### config.mk
export PLATFORM = sky130hd
export DESIGN_NAME = msi_cache_ctrl
export DESIGN_NICKNAME = d
export VERILOG_FILES = /design/src/rtl/msi_cache_ctrl.sv
export SDC_FILE = /design/constraint.sdc
export NUM_CORES = 1
export LEC_CHECK = 0
export CORE_UTILIZATION = 55
export CTS_CLUSTER_SIZE = 24
export DETAILED_ROUTE_END_ITERATION = 7
export GPL_TIMING_DRIVEN = 0
export PLACE_DENSITY = 0.81
export SYNTH_ARGS = -nofsm -noshare
export SYNTH_HDL_FRONTEND = slang
export SYNTH_SLANG_ARGS = --single-unit
### constraint.sdc
create_clock -name clk -period 3.63 [get_ports clk]
set_input_delay 0.363 -clock clk [delete_from_list [all_inputs] [get_ports clk]]
set_output_delay 0.363 -clock clk [all_outputs]
set_load 0.05 [all_outputs]
### src/rtl/msi_cache_ctrl.sv
// Direct-mapped write-back L1 cache controller with MSI line state, a held-request
// snooping bus port and registered snoop responses.
module msi_cache_ctrl #(
  parameter int unsigned ADDR_W     = 8,
  parameter int unsigned SETS       = 4,
  parameter int unsigned LINE_BYTES = 4,
  localparam int unsigned OFF_W  = $clog2(LINE_BYTES),
  localparam int unsigned IDX_W  = $clog2(SETS),
  localparam int unsigned TAG_W  = ADDR_W - IDX_W - OFF_W,
  localparam int unsigned LINE_W = 8 * LINE_BYTES,
  localparam int unsigned BA_W   = ADDR_W - OFF_W
) (
  input  logic              clk,
  input  logic              reset,
  input  logic              p_valid,
  input  logic              p_write,
  input  logic [ADDR_W-1:0] p_addr,
  input  logic [7:0]        p_wdata,
  output logic              p_ready,
  output logic [7:0]        p_rdata,
  output logic              b_req,
  output logic [1:0]        b_cmd,
  output logic [BA_W-1:0]   b_addr,
  output logic [LINE_W-1:0] b_wdata,
  input  logic              b_gnt,
  input  logic [LINE_W-1:0] b_rdata,
  input  logic              snp_valid,
  input  logic [1:0]        snp_cmd,
  input  logic [BA_W-1:0]   snp_addr,
  output logic              snp_hit,
  output logic              snp_dirty,
  output logic [LINE_W-1:0] snp_data,
  output logic [1:0]        stat
);

  typedef enum logic [2:0] {IDLE, WB, GAP, FILL, UPGR, RESP} state_e;
  typedef enum logic [1:0] {LS_I = 2'b00, LS_S = 2'b10, LS_M = 2'b11} line_st_e;
  typedef enum logic [1:0] {CMD_GETS = 2'b00, CMD_GETM = 2'b01,
                            CMD_INV  = 2'b10, CMD_PUTM = 2'b11} bus_cmd_e;

  state_e            st_q, st_d;
  logic [LINE_W-1:0] data_q [SETS];
  logic [LINE_W-1:0] data_d [SETS];
  logic [TAG_W-1:0]  tag_q  [SETS];
  logic [TAG_W-1:0]  tag_d  [SETS];
  line_st_e          lst_q  [SETS];
  line_st_e          lst_d  [SETS];
  logic              snp_hit_q, snp_hit_d;
  logic              snp_dirty_q, snp_dirty_d;
  logic [LINE_W-1:0] snp_data_q, snp_data_d;

  logic [OFF_W-1:0]  p_off;
  logic [IDX_W-1:0]  p_idx, s_idx;
  logic [TAG_W-1:0]  p_tag, s_tag;
  line_st_e          cur_st;
  logic              p_hit, s_hit, s_kills_target;
  logic [LINE_W-1:0] rd_line;

  function automatic logic [LINE_W-1:0] merge_byte(input logic [LINE_W-1:0] line,
                                                   input logic [OFF_W-1:0]  off,
                                                   input logic [7:0]        wb);
    logic [LINE_W-1:0] mask;
    mask = {{(LINE_W-8){1'b0}}, 8'hFF} << {off, 3'b000};
    return (line & ~mask) | ({{(LINE_W-8){1'b0}}, wb} << {off, 3'b000});
  endfunction

  assign p_off  = p_addr[OFF_W-1:0];
  assign p_idx  = p_addr[OFF_W +: IDX_W];
  assign p_tag  = p_addr[ADDR_W-1 -: TAG_W];
  assign s_idx  = snp_addr[IDX_W-1:0];
  assign s_tag  = snp_addr[BA_W-1 -: TAG_W];
  assign cur_st = lst_q[p_idx];
  assign p_hit  = (tag_q[p_idx] == p_tag) && (cur_st != LS_I);
  assign s_hit  = snp_valid && (tag_q[s_idx] == s_tag) && (lst_q[s_idx] != LS_I);
  assign s_kills_target = s_hit && (snp_cmd == CMD_GETM || snp_cmd == CMD_INV)
                          && (snp_addr == p_addr[ADDR_W-1:OFF_W]);
  assign stat      = lst_q[p_idx];
  assign snp_hit   = snp_hit_q;
  assign snp_dirty = snp_dirty_q;
  assign snp_data  = snp_data_q;

  always_comb begin
    st_d        = st_q;
    data_d      = data_q;
    tag_d       = tag_q;
    lst_d       = lst_q;
    snp_hit_d   = s_hit;
    snp_dirty_d = s_hit && (lst_q[s_idx] == LS_M);
    snp_data_d  = s_hit ? data_q[s_idx] : '0;
    p_ready     = 1'b0;
    p_rdata     = '0;
    b_req       = 1'b0;
    b_cmd       = '0;
    b_addr      = '0;
    b_wdata     = '0;
    rd_line     = data_q[p_idx] >> {p_off, 3'b000};

    // Snoop update is applied first; processor-side updates below overwrite it.
    if (s_hit) begin
      if (snp_cmd == CMD_GETS) begin
        if (lst_q[s_idx] == LS_M) lst_d[s_idx] = LS_S;
      end else if (snp_cmd != 2'b11) begin
        lst_d[s_idx] = LS_I;
      end
    end

    case (st_q)
      IDLE: begin
        // A same-index snoop defers the lookup so it sees the post-snoop state.
        if (p_valid && !(snp_valid && s_idx == p_idx)) begin
          if (p_hit && !p_write) begin
            st_d = RESP;
          end else if (p_hit && cur_st == LS_M) begin
            data_d[p_idx] = merge_byte(data_q[p_idx], p_off, p_wdata);
            st_d = RESP;
          end else if (p_hit) begin
            st_d = UPGR;
          end else if (cur_st == LS_M) begin
            st_d = WB;
          end else begin
            st_d = FILL;
          end
        end
      end
      WB: begin
        b_req   = 1'b1;
        b_cmd   = CMD_PUTM;
        b_addr  = {tag_q[p_idx], p_idx};
        b_wdata = data_q[p_idx];
        if (b_gnt) begin
          lst_d[p_idx] = LS_I;
          st_d = GAP;
        end
      end
      GAP: st_d = FILL;
      FILL: begin
        b_req  = 1'b1;
        b_cmd  = p_write ? CMD_GETM : CMD_GETS;
        b_addr = p_addr[ADDR_W-1:OFF_W];
        if (b_gnt) begin
          tag_d[p_idx]  = p_tag;
          data_d[p_idx] = p_write ? merge_byte(b_rdata, p_off, p_wdata) : b_rdata;
          lst_d[p_idx]  = p_write ? LS_M : LS_S;
          st_d = RESP;
        end
      end
      UPGR: begin
        b_req  = 1'b1;
        b_cmd  = CMD_INV;
        b_addr = p_addr[ADDR_W-1:OFF_W];
        if (b_gnt) begin
          // Lost the line to a snoop while waiting: refetch it with GetM.
          if (p_hit && cur_st == LS_S && !s_kills_target) begin
            lst_d[p_idx]  = LS_M;
            data_d[p_idx] = merge_byte(data_q[p_idx], p_off, p_wdata);
            st_d = RESP;
          end else begin
            st_d = GAP;
          end
        end
      end
      RESP: begin
        p_ready = 1'b1;
        p_rdata = rd_line[7:0];
        st_d    = IDLE;
      end
      default: st_d = IDLE;
    endcase
  end

  always_ff @(posedge clk) begin
    if (reset) begin
      st_q        <= IDLE;
      snp_hit_q   <= 1'b0;
      snp_dirty_q <= 1'b0;
      snp_data_q  <= '0;
      for (int unsigned i = 0; i < SETS; i++) begin
        data_q[i] <= '0;
        tag_q[i]  <= '0;
        lst_q[i]  <= LS_I;
      end
    end else begin
      st_q        <= st_d;
      snp_hit_q   <= snp_hit_d;
      snp_dirty_q <= snp_dirty_d;
      snp_data_q  <= snp_data_d;
      data_q      <= data_d;
      tag_q       <= tag_d;
      lst_q       <= lst_d;
    end
  end

endmodule
==> summary.txt, run 1 <==
Global route
  • Met1 Use GR: roughly 45%
  • Gr usage total: between 30% and 40%
  • Antenna violations before repair: 0
  • GRT busiest layer: met2
  • Largest net degree at the start of global routing: 17
  • Vias in the first global route: 8981
  • Met2 usage: 54.9%
  • GRT met3 Usage: roughly 7.7%
  • First-pass GRT wire length: 50.7 mm
  • GRT overflow: 0

Logic synthesis
  • Post-synthesis cell count: 985
  • Number of synthesized flops with an enable pin: 0
  • Post-synth top area share: a little under two fifths
  • Cell variety after synth: between 50 and 60
  • Synth area leaders: dfxtp_1 (37%), mux4_2 (17%), mux2i_1 (14%), nand2_1 (5.7%), and2_1 (2.6%)
  • Area leader, netlist: dfxtp_1
  • Mean post-synth cell area: approximately 10 sq um
  • Seq cells post-synth: roughly 190
  • Seq/Total Area, Yosys: 36.8%
  • Async SR Flop Fraction: 0%
  • Syn nets: 1049
  • Top_reg_cell synth: dfxtp_1
  • Syn. warnings: 0
  • Syn Std Cell Area: between 10000 and 15000 sq um

Clock tree
  • CTS buffer count: 17
  • Skew-Pair Late Insertion Delay: about 450 ps
  • Clock Sinks: between 150 and 200
  • Clk pin slew, worst setup/hold paths: 70 ps
  • Root Driver: clkbuf_16
  • CTS tree: yes
  • Clk buf depth: 2
  • H-tree levels: 4

Timing
  • Fin crit period: 3570 ps
  • Fmax: 280 MHz
  • Setup TNS: 0 ps
  • Max_slew headroom: a little under an eighth
  • Final Hold Viols: 0
  • Crit path setup slack, layout: 57.1 ps
  • RSZ-0062 raised after global routing: false
  • Setup Skew: between 9 and 10 ps
  • Period utilization: between 90 and 100%
  • Setup-violating endpoint count in the final report: 0
  • Slew @ Worst Pin: around 1300 ps
  • Final Max Slew Viols: 0

Drt
  • Routed Antenna Nets: 0
  • DRT Pass-1 Iters: 8
  • Vias per Instance: 6.57
  • Routed wire per std cell: between 20 and 25 um
  • Residual DRC count: 18
  • DR iter-0 viols: 1219
  • WL final: 33.0 mm
  • Via total after detailed routing: 9100

Pwr
  • Leak: 0.00449 uW
  • VDD IR max: approximately 0.38 mV
  • Pwr Density: 391 nW/um^2
  • Design Power: 4930 uW

Run status
  • Failing checks: design-rule violations
  • Status: finished with violations

Setup path
  • Critical Path AT: 3210 ps
  • Startpoint type of the worst setup path: input pin
  • CP Capture Type: output port
  • Kind of critical path: in -> out
  • Critical Path RT: 3270 ps
  • Worst-path fanout max: 10

Floorplan
  • Initial Util: 56.7%
  • Width of the die: 139 um
  • I/O pin count: about 150
  • Core area: 18100 sq um
  • Die area: about 19000 sq um
  • Die span in y: 139 um
  • Row count: a little under 50

Placed design
  • PortBufs: 138
  • HPWL after detailed placement: 23.6 mm
  • Pre-CTS setup slack: -1070 ps
  • Routability cong.: 0.958
  • DP Cell Count: 1352

Cells and area
  • Final core occ: 69.4%
  • Inserted Diodes: 0
  • Share of layout cells above drive strength 1: 13.3%
  • Fin cells: 1385
  • Synth-to-layout area growth: 22.3%
  • Nets@finish: roughly 1200

Run
  • Number of max-cap violations: 0

Hold path
  • Worst hold path type: in -> reg
synthesized netlist by cell type, drive strengths merged (2+ instances only):
library cell,instances
inv,9
and2,43
o311ai,2
dfxtp,189
xnor2,12
mux4,83
a21o,4
xor2,4
o21ai,52
a31oi,2
buf,34
nand4,3
nand3,11
o22ai,36
a221oi,2
clkbuf,34
nand2,155
o2111ai,2
a21oi,15
nor3,4
a211oi,2
o211ai,2
a41o,2
nor2b,3
nor2,64
nand2b,5
nor4,3
mux2i,145
and3,34
dlygate4sd1,11
ha,2
area by class of cell:
class | count | area (sq um)
fillers | 1354 | 5560
multi-input cells | 708 | 5870
clock inverters | 12 | 160
flip-flops and latches | 189 | 3780
well taps | 229 | 287
repair buffers | 139 | 1370
clock buffers | 20 | 457
plain buffers | 79 | 629
inverters | 9 | 33.8
state kept, by name, summed over array words and instances, names as in the netlist:
register / cells
snp_data: 32
snp_dirty: 1
tag_q: 16
lst_q: 8
st_q: 3
data_q: 128
snp_hit: 1
placed cells by master, fill, tap and decap left out, types with 5 or more instances in the layout:
| cell type | instances |
|---|---|
| dfxtp_1 | 189 |
| nand3_1 | 11 |
| dlygate4sd2_1 | 5 |
| o21ai_0 | 49 |
| xnor2_1 | 12 |
| o22ai_1 | 36 |
| and3_1 | 34 |
| buf_1 | 5 |
| buf_2 | 6 |
| inv_1 | 9 |
| and2_1 | 43 |
| a21oi_1 | 11 |
| mux4_2 | 79 |
| dlygate4sd1_1 | 11 |
| nand2b_1 | 5 |
| nand2_1 | 155 |
| mux2i_1 | 145 |
| clkdlybuf4s50_1 | 130 |
| clkbuf_16 | 17 |
| clkbuf_1 | 32 |
| buf_4 | 8 |
| nor2_1 | 63 |
| buf_12 | 12 |
cell families after synthesis:
group / after synthesis / synth area share (%)
XOR/XNOR: 16 / 1.36
multiplexers: 229 / 32.5
flip-flops: 189 / 36.8
buffers and inverters: 88 / 6.20
AO/OA/AOI/OAI: 131 / 8.30
adder cells (fa/ha/maj): 2 / 0.243
AND/OR/NAND/NOR: 330 / 14.6
power by group:
group / total [uW] / switching (uW) / internal [uW]
Sequential: 2130 / 25.6 / 2110
Clock: 1990 / 861 / 1130
Combinational: 804 / 500 / 304
Total: 4930 / 1390 / 3540
critical path, stage by stage:
cell and delay, ps:
clkdlybuf4s50_1 590, buf_6 220, clkbuf_4 250, buf_4 270, mux4_2 420, mux4_2 490
and2_1 180, dlygate4sd2_1 420
per-layer routing:
| layer | vias to the layer above | wire (um) |
|---|---|---|
| li1 | 3905 | - |
| met2 | 661 | 15300 |
| met3 | 156 | 3580 |
| met5 | - | 0 |
| met1 | 4378 | 12600 |
| met4 | 0 | 1490 |
repair_timing:
| item | 4_1_cts | 5_1_grt |
|---|---|---|
| setup endpoints to repair | 32 | 131 |
| gates resized for setup | 17 | 9 |
| setup buffers | 0 | 1 |
| hold buffers | 0 | 0 |
path summary, 6_finish.rpt:
| check | depth (start not counted) | to | slack, ps | from |
|---|---|---|---|---|
| min | 3 | tag_q[1] | 220 | p_addr[5] |
| max reg2reg | 9 | data_q[104] | 560 | tag_q[7] |
| min reg2reg | 2 | data_q[42] | 470 | data_q[42] |
| max | 8 | p_rdata[2] | 60 | p_addr[3] |
per-stage QoR:
stage / area (sq um) / hold WS (ps)
after floorplan: 10300 / 440
after global placement: 12000 / 448
after detailed placement: 12000 / 460
after CTS: 12600 / 214
after global routing: 12600 / 229
final: 12600 / 216
(Power assumes the default switching activity.)
==> run 2, diff against run 1 <==
--- a/config.mk
+++ b/config.mk
@@ -5,11 +5,13 @@
 export SDC_FILE = /design/constraint.sdc
 export NUM_CORES = 1
 export LEC_CHECK = 0
-export CORE_UTILIZATION = 55
+export CELL_PAD_IN_SITES_DETAIL_PLACEMENT = 1
+export CELL_PAD_IN_SITES_GLOBAL_PLACEMENT = 1
+export CORE_UTILIZATION = 43
 export CTS_CLUSTER_SIZE = 24
 export DETAILED_ROUTE_END_ITERATION = 7
 export GPL_TIMING_DRIVEN = 0
-export PLACE_DENSITY = 0.81
+export PLACE_DENSITY = 0.8
 export SYNTH_ARGS = -nofsm -noshare
 export SYNTH_HDL_FRONTEND = slang
 export SYNTH_SLANG_ARGS = --single-unit
==> run 2 against run 1 <==
  * The run now ends clean
  * Worst setup slack lost 1.3 ps
  * Design area grew 0.52%
  * Die area grew 27%
  * Register-to-register slack lost 70 ps
  * Routed wire length grew 13%
  * Cell count grew 6.4%
  * Count of clock-buffer cells in the layout shrank 2
  * Maximum frequency is essentially flat
  * Utilization shrank 15 points
  * Critical path depth is the same
  * First-iteration DRC count shrank 34%
  * Non-clock buffer count shrank 1
  * Critical endpoint unchanged
  * Largest cell class unchanged
  * Highest routed layer unchanged
==> summary.txt, run 2 (same netlist as run 1, synthesis figures left out) <==
Setup path
  • Worst path cell trace: clkdlybuf4s50_1 -> buf_6 -> clkbuf_4 -> buf_6 -> mux4_2 -> mux4_2 -> and2_1 -> dlygate4sd2_1
  • Kind of critical path: in -> out
  • Critical Path RT: 3270 ps (about the same)
  • Critical Path AT: 3210 ps (about the same)
  • Startpoint type of the worst setup path: input pin
  • Worst-path fanout max: 10 (unchanged)
  • CP Capture Type: output port
  • Critical Path Max Stage Delay: 580 ps (about the same)
  • Slowest cell on the critical path: clkdlybuf4s50_1

Timing
  • Final Max Slew Viols: 0 (unchanged)
  • Fmax: 280 MHz (about the same)
  • Setup TNS: 0 ps (unchanged)
  • Setup Skew: 14.2 ps (+5.20 ps)
  • RSZ-0062 raised after global routing: false
  • Setup-violating endpoint count in the final report: 0 (unchanged)
  • Max_slew headroom: 26.0% (+14 points)
  • Final Hold Viols: 0 (unchanged)
  • Crit path setup slack, layout: 55.9 ps (-1.27 ps)
  • Slew @ Worst Pin: 1110 ps (-200 ps)
  • Period utilization: 98.5% (about the same)
  • Fin crit period: 3570 ps (+1.27 ps)

Drt
  • WL final: 37.4 mm (+13%)
  • Routed wire per std cell: 25.4 um (+6.5%)
  • Residual DRC count: 0 (-18)
  • Via total after detailed routing: 8977 (-1.4%)
  • Routed Antenna Nets: 0 (unchanged)
  • DRT Pass-1 Iters: 5 (-3)
  • Vias per Instance: 6.09 (-7.2%)
  • DR iter-0 viols: 809 (-34%)

Pwr
  • Leak: 0.00446 uW (-0.57%)
  • VDD IR max: 0.272 mV (-28%)
  • Design Power: 4840 uW (-1.8%)
  • Comb pwr share: 17.0% (+0.7 points)
  • Switch Pwr: 1450 uW (+4.4%)
  • Pint: 3390 uW (-4.3%)
  • Sequential share of power: 44.1% (+0.8 points)
  • Sw Share: 29.9% (+1.8 points)
  • Power share of the clock group: 38.9% (-1.5 points)
  • Pwr Density: 382 nW/um^2 (-2.3%)

Global route
  • GRT overflow: 0 (unchanged)
  • Vias in the first global route: 9419 (+4.9%)
  • Gr usage total: 31.4% (-3.4 points)
  • Largest net degree at the start of global routing: 18 (+1)
  • First-pass GRT wire length: 56.7 mm (+12%)
  • Antenna violations before repair: 1 (+1)

Cells and area
  • Final Cell Area: 12700 sq um (+0.52%)
  • Synth-to-layout area growth: 23.0%
  • Share of layout cells above drive strength 1: 13.1% (-0.24 points)
  • Commonest non-fill, non-tap cells in the layout: dfxtp_1 (189), nand2_1 (155), mux2i_1 (145), clkdlybuf4s50_1 (130), mux4_2 (79)
  • Commonest non-fill, non-tap cell in the layout: dfxtp_1
  • Nets@finish: 1206 (-0.083%)
  • Final core occ: 53.9% (-15 points)
  • Inserted Diodes: 0 (unchanged)
  • Max reg flops: 128 (unchanged)
  • Biggest register: data_q

Placed design
  • Routability cong.: 0.906 (-5.5%)
  • Pre-CTS setup slack: -1210 ps (-135 ps)
  • PortBufs: 138 (unchanged)
  • HPWL after detailed placement: 27.2 mm (+15%)
  • Placement Cell Area: 12100 sq um (+0.94%)

Clock tree
  • Clk buf depth: 2 (unchanged)
  • Cts hold-fix bufs: 0 (unchanged)
  • Post-CTS setup buffer count: 0 (unchanged)
  • H-tree levels: 4 (unchanged)
  • CTS tree: yes
  • Clock Sinks: 189 (unchanged)
  • Skew-Pair Late Insertion Delay: 450 ps (about the same)
  • Root Driver: clkbuf_16
  • CTS buffer count: 17 (unchanged)
  • Clk pin slew, worst setup/hold paths: 80 ps (about the same)

Run
  • Number of max-cap violations: 0 (unchanged)

Floorplan
  • Die span in y: 157 um (+13%)
  • Width of the die: 157 um (+13%)
  • Core area: 23500 sq um (+29%)
  • Initial Util: 43.9% (-13 points)
  • Row count: 56 (+14%)
  • Die area: 24600 sq um (+27%)
  • I/O pin count: 148 (unchanged)

Hold path
  • Worst hold path type: in -> reg

Run status
  • Status: finished clean
run 2: critical path: cells and delay by family:
kind	cells	cell delay, ps
buffers and inverters	5	1730
muxes	2	910
and+or+nand+nor	1	190
run 2: cell type report:
cell class | instances | area (sq um)
clock buffer | 18 | 439
sequential | 189 | 3780
timing repair buffer | 138 | 1370
buffer | 79 | 633
multi-input combinational | 708 | 5870
fill | 2580 | 10800
inverter | 9 | 33.8
clock inverter | 13 | 126
tap | 319 | 399
run 2: through the flow:
stage | cells | hold slack, ps
finish | 1473 | 229
global route | 1473 | 243
detailed placement | 1442 | 465
global placement | 1442 | 449
floorplan | 985 | 440
CTS | 1473 | 232
run 2: worst paths after layout:
check                                start  slack [ps]  depth (start not counted)          end
worst min-delay path             p_addr[4]         230                          3     tag_q[0]
worst max-delay path             p_addr[3]          60                          8   p_rdata[2]
worst min register to register  data_q[34]         470                          2   data_q[34]
worst max register to register    tag_q[9]         490                          9  data_q[111]
run 2: timing repair:
item	in CTS	in global routing
endpoints found under the setup margin	153	7
cloned	0	0
resized for setup	22	3
run 2: power by group through the flow:
| stage | sequential, uW | combinational (uW) | clock (uW) |
|---|---|---|---|
| detailed placement | 2180 | 801 | 0 |
| global placement | 2180 | 789 | 0 |
| floorplan | 2170 | 508 | 0 |
| finish | 2130 | 821 | 1880 |
| CTS | 2130 | 809 | 1890 |
| global route | 2140 | 860 | 1980 |
run 2: per-layer routing:
metal  vias to the layer above  track usage [%]  routed length (um)
li1                       3900                -                   -
met1                      4529             39.5               15200
met2                       440             53.0               18300
met3                       108             5.84                2620
met4                         0             12.9                1330
met5                         -                0                   0
==> run 3, diff against run 2 <==
--- a/config.mk
+++ b/config.mk
@@ -5,6 +5,7 @@
 export SDC_FILE = /design/constraint.sdc
 export NUM_CORES = 1
 export LEC_CHECK = 0
+export CAP_MARGIN = 20
 export CELL_PAD_IN_SITES_DETAIL_PLACEMENT = 1
 export CELL_PAD_IN_SITES_GLOBAL_PLACEMENT = 1
 export CORE_UTILIZATION = 43
==> results of run 3 <==
Same layout as run 2: the final DEF is identical, and so are final timing and power.
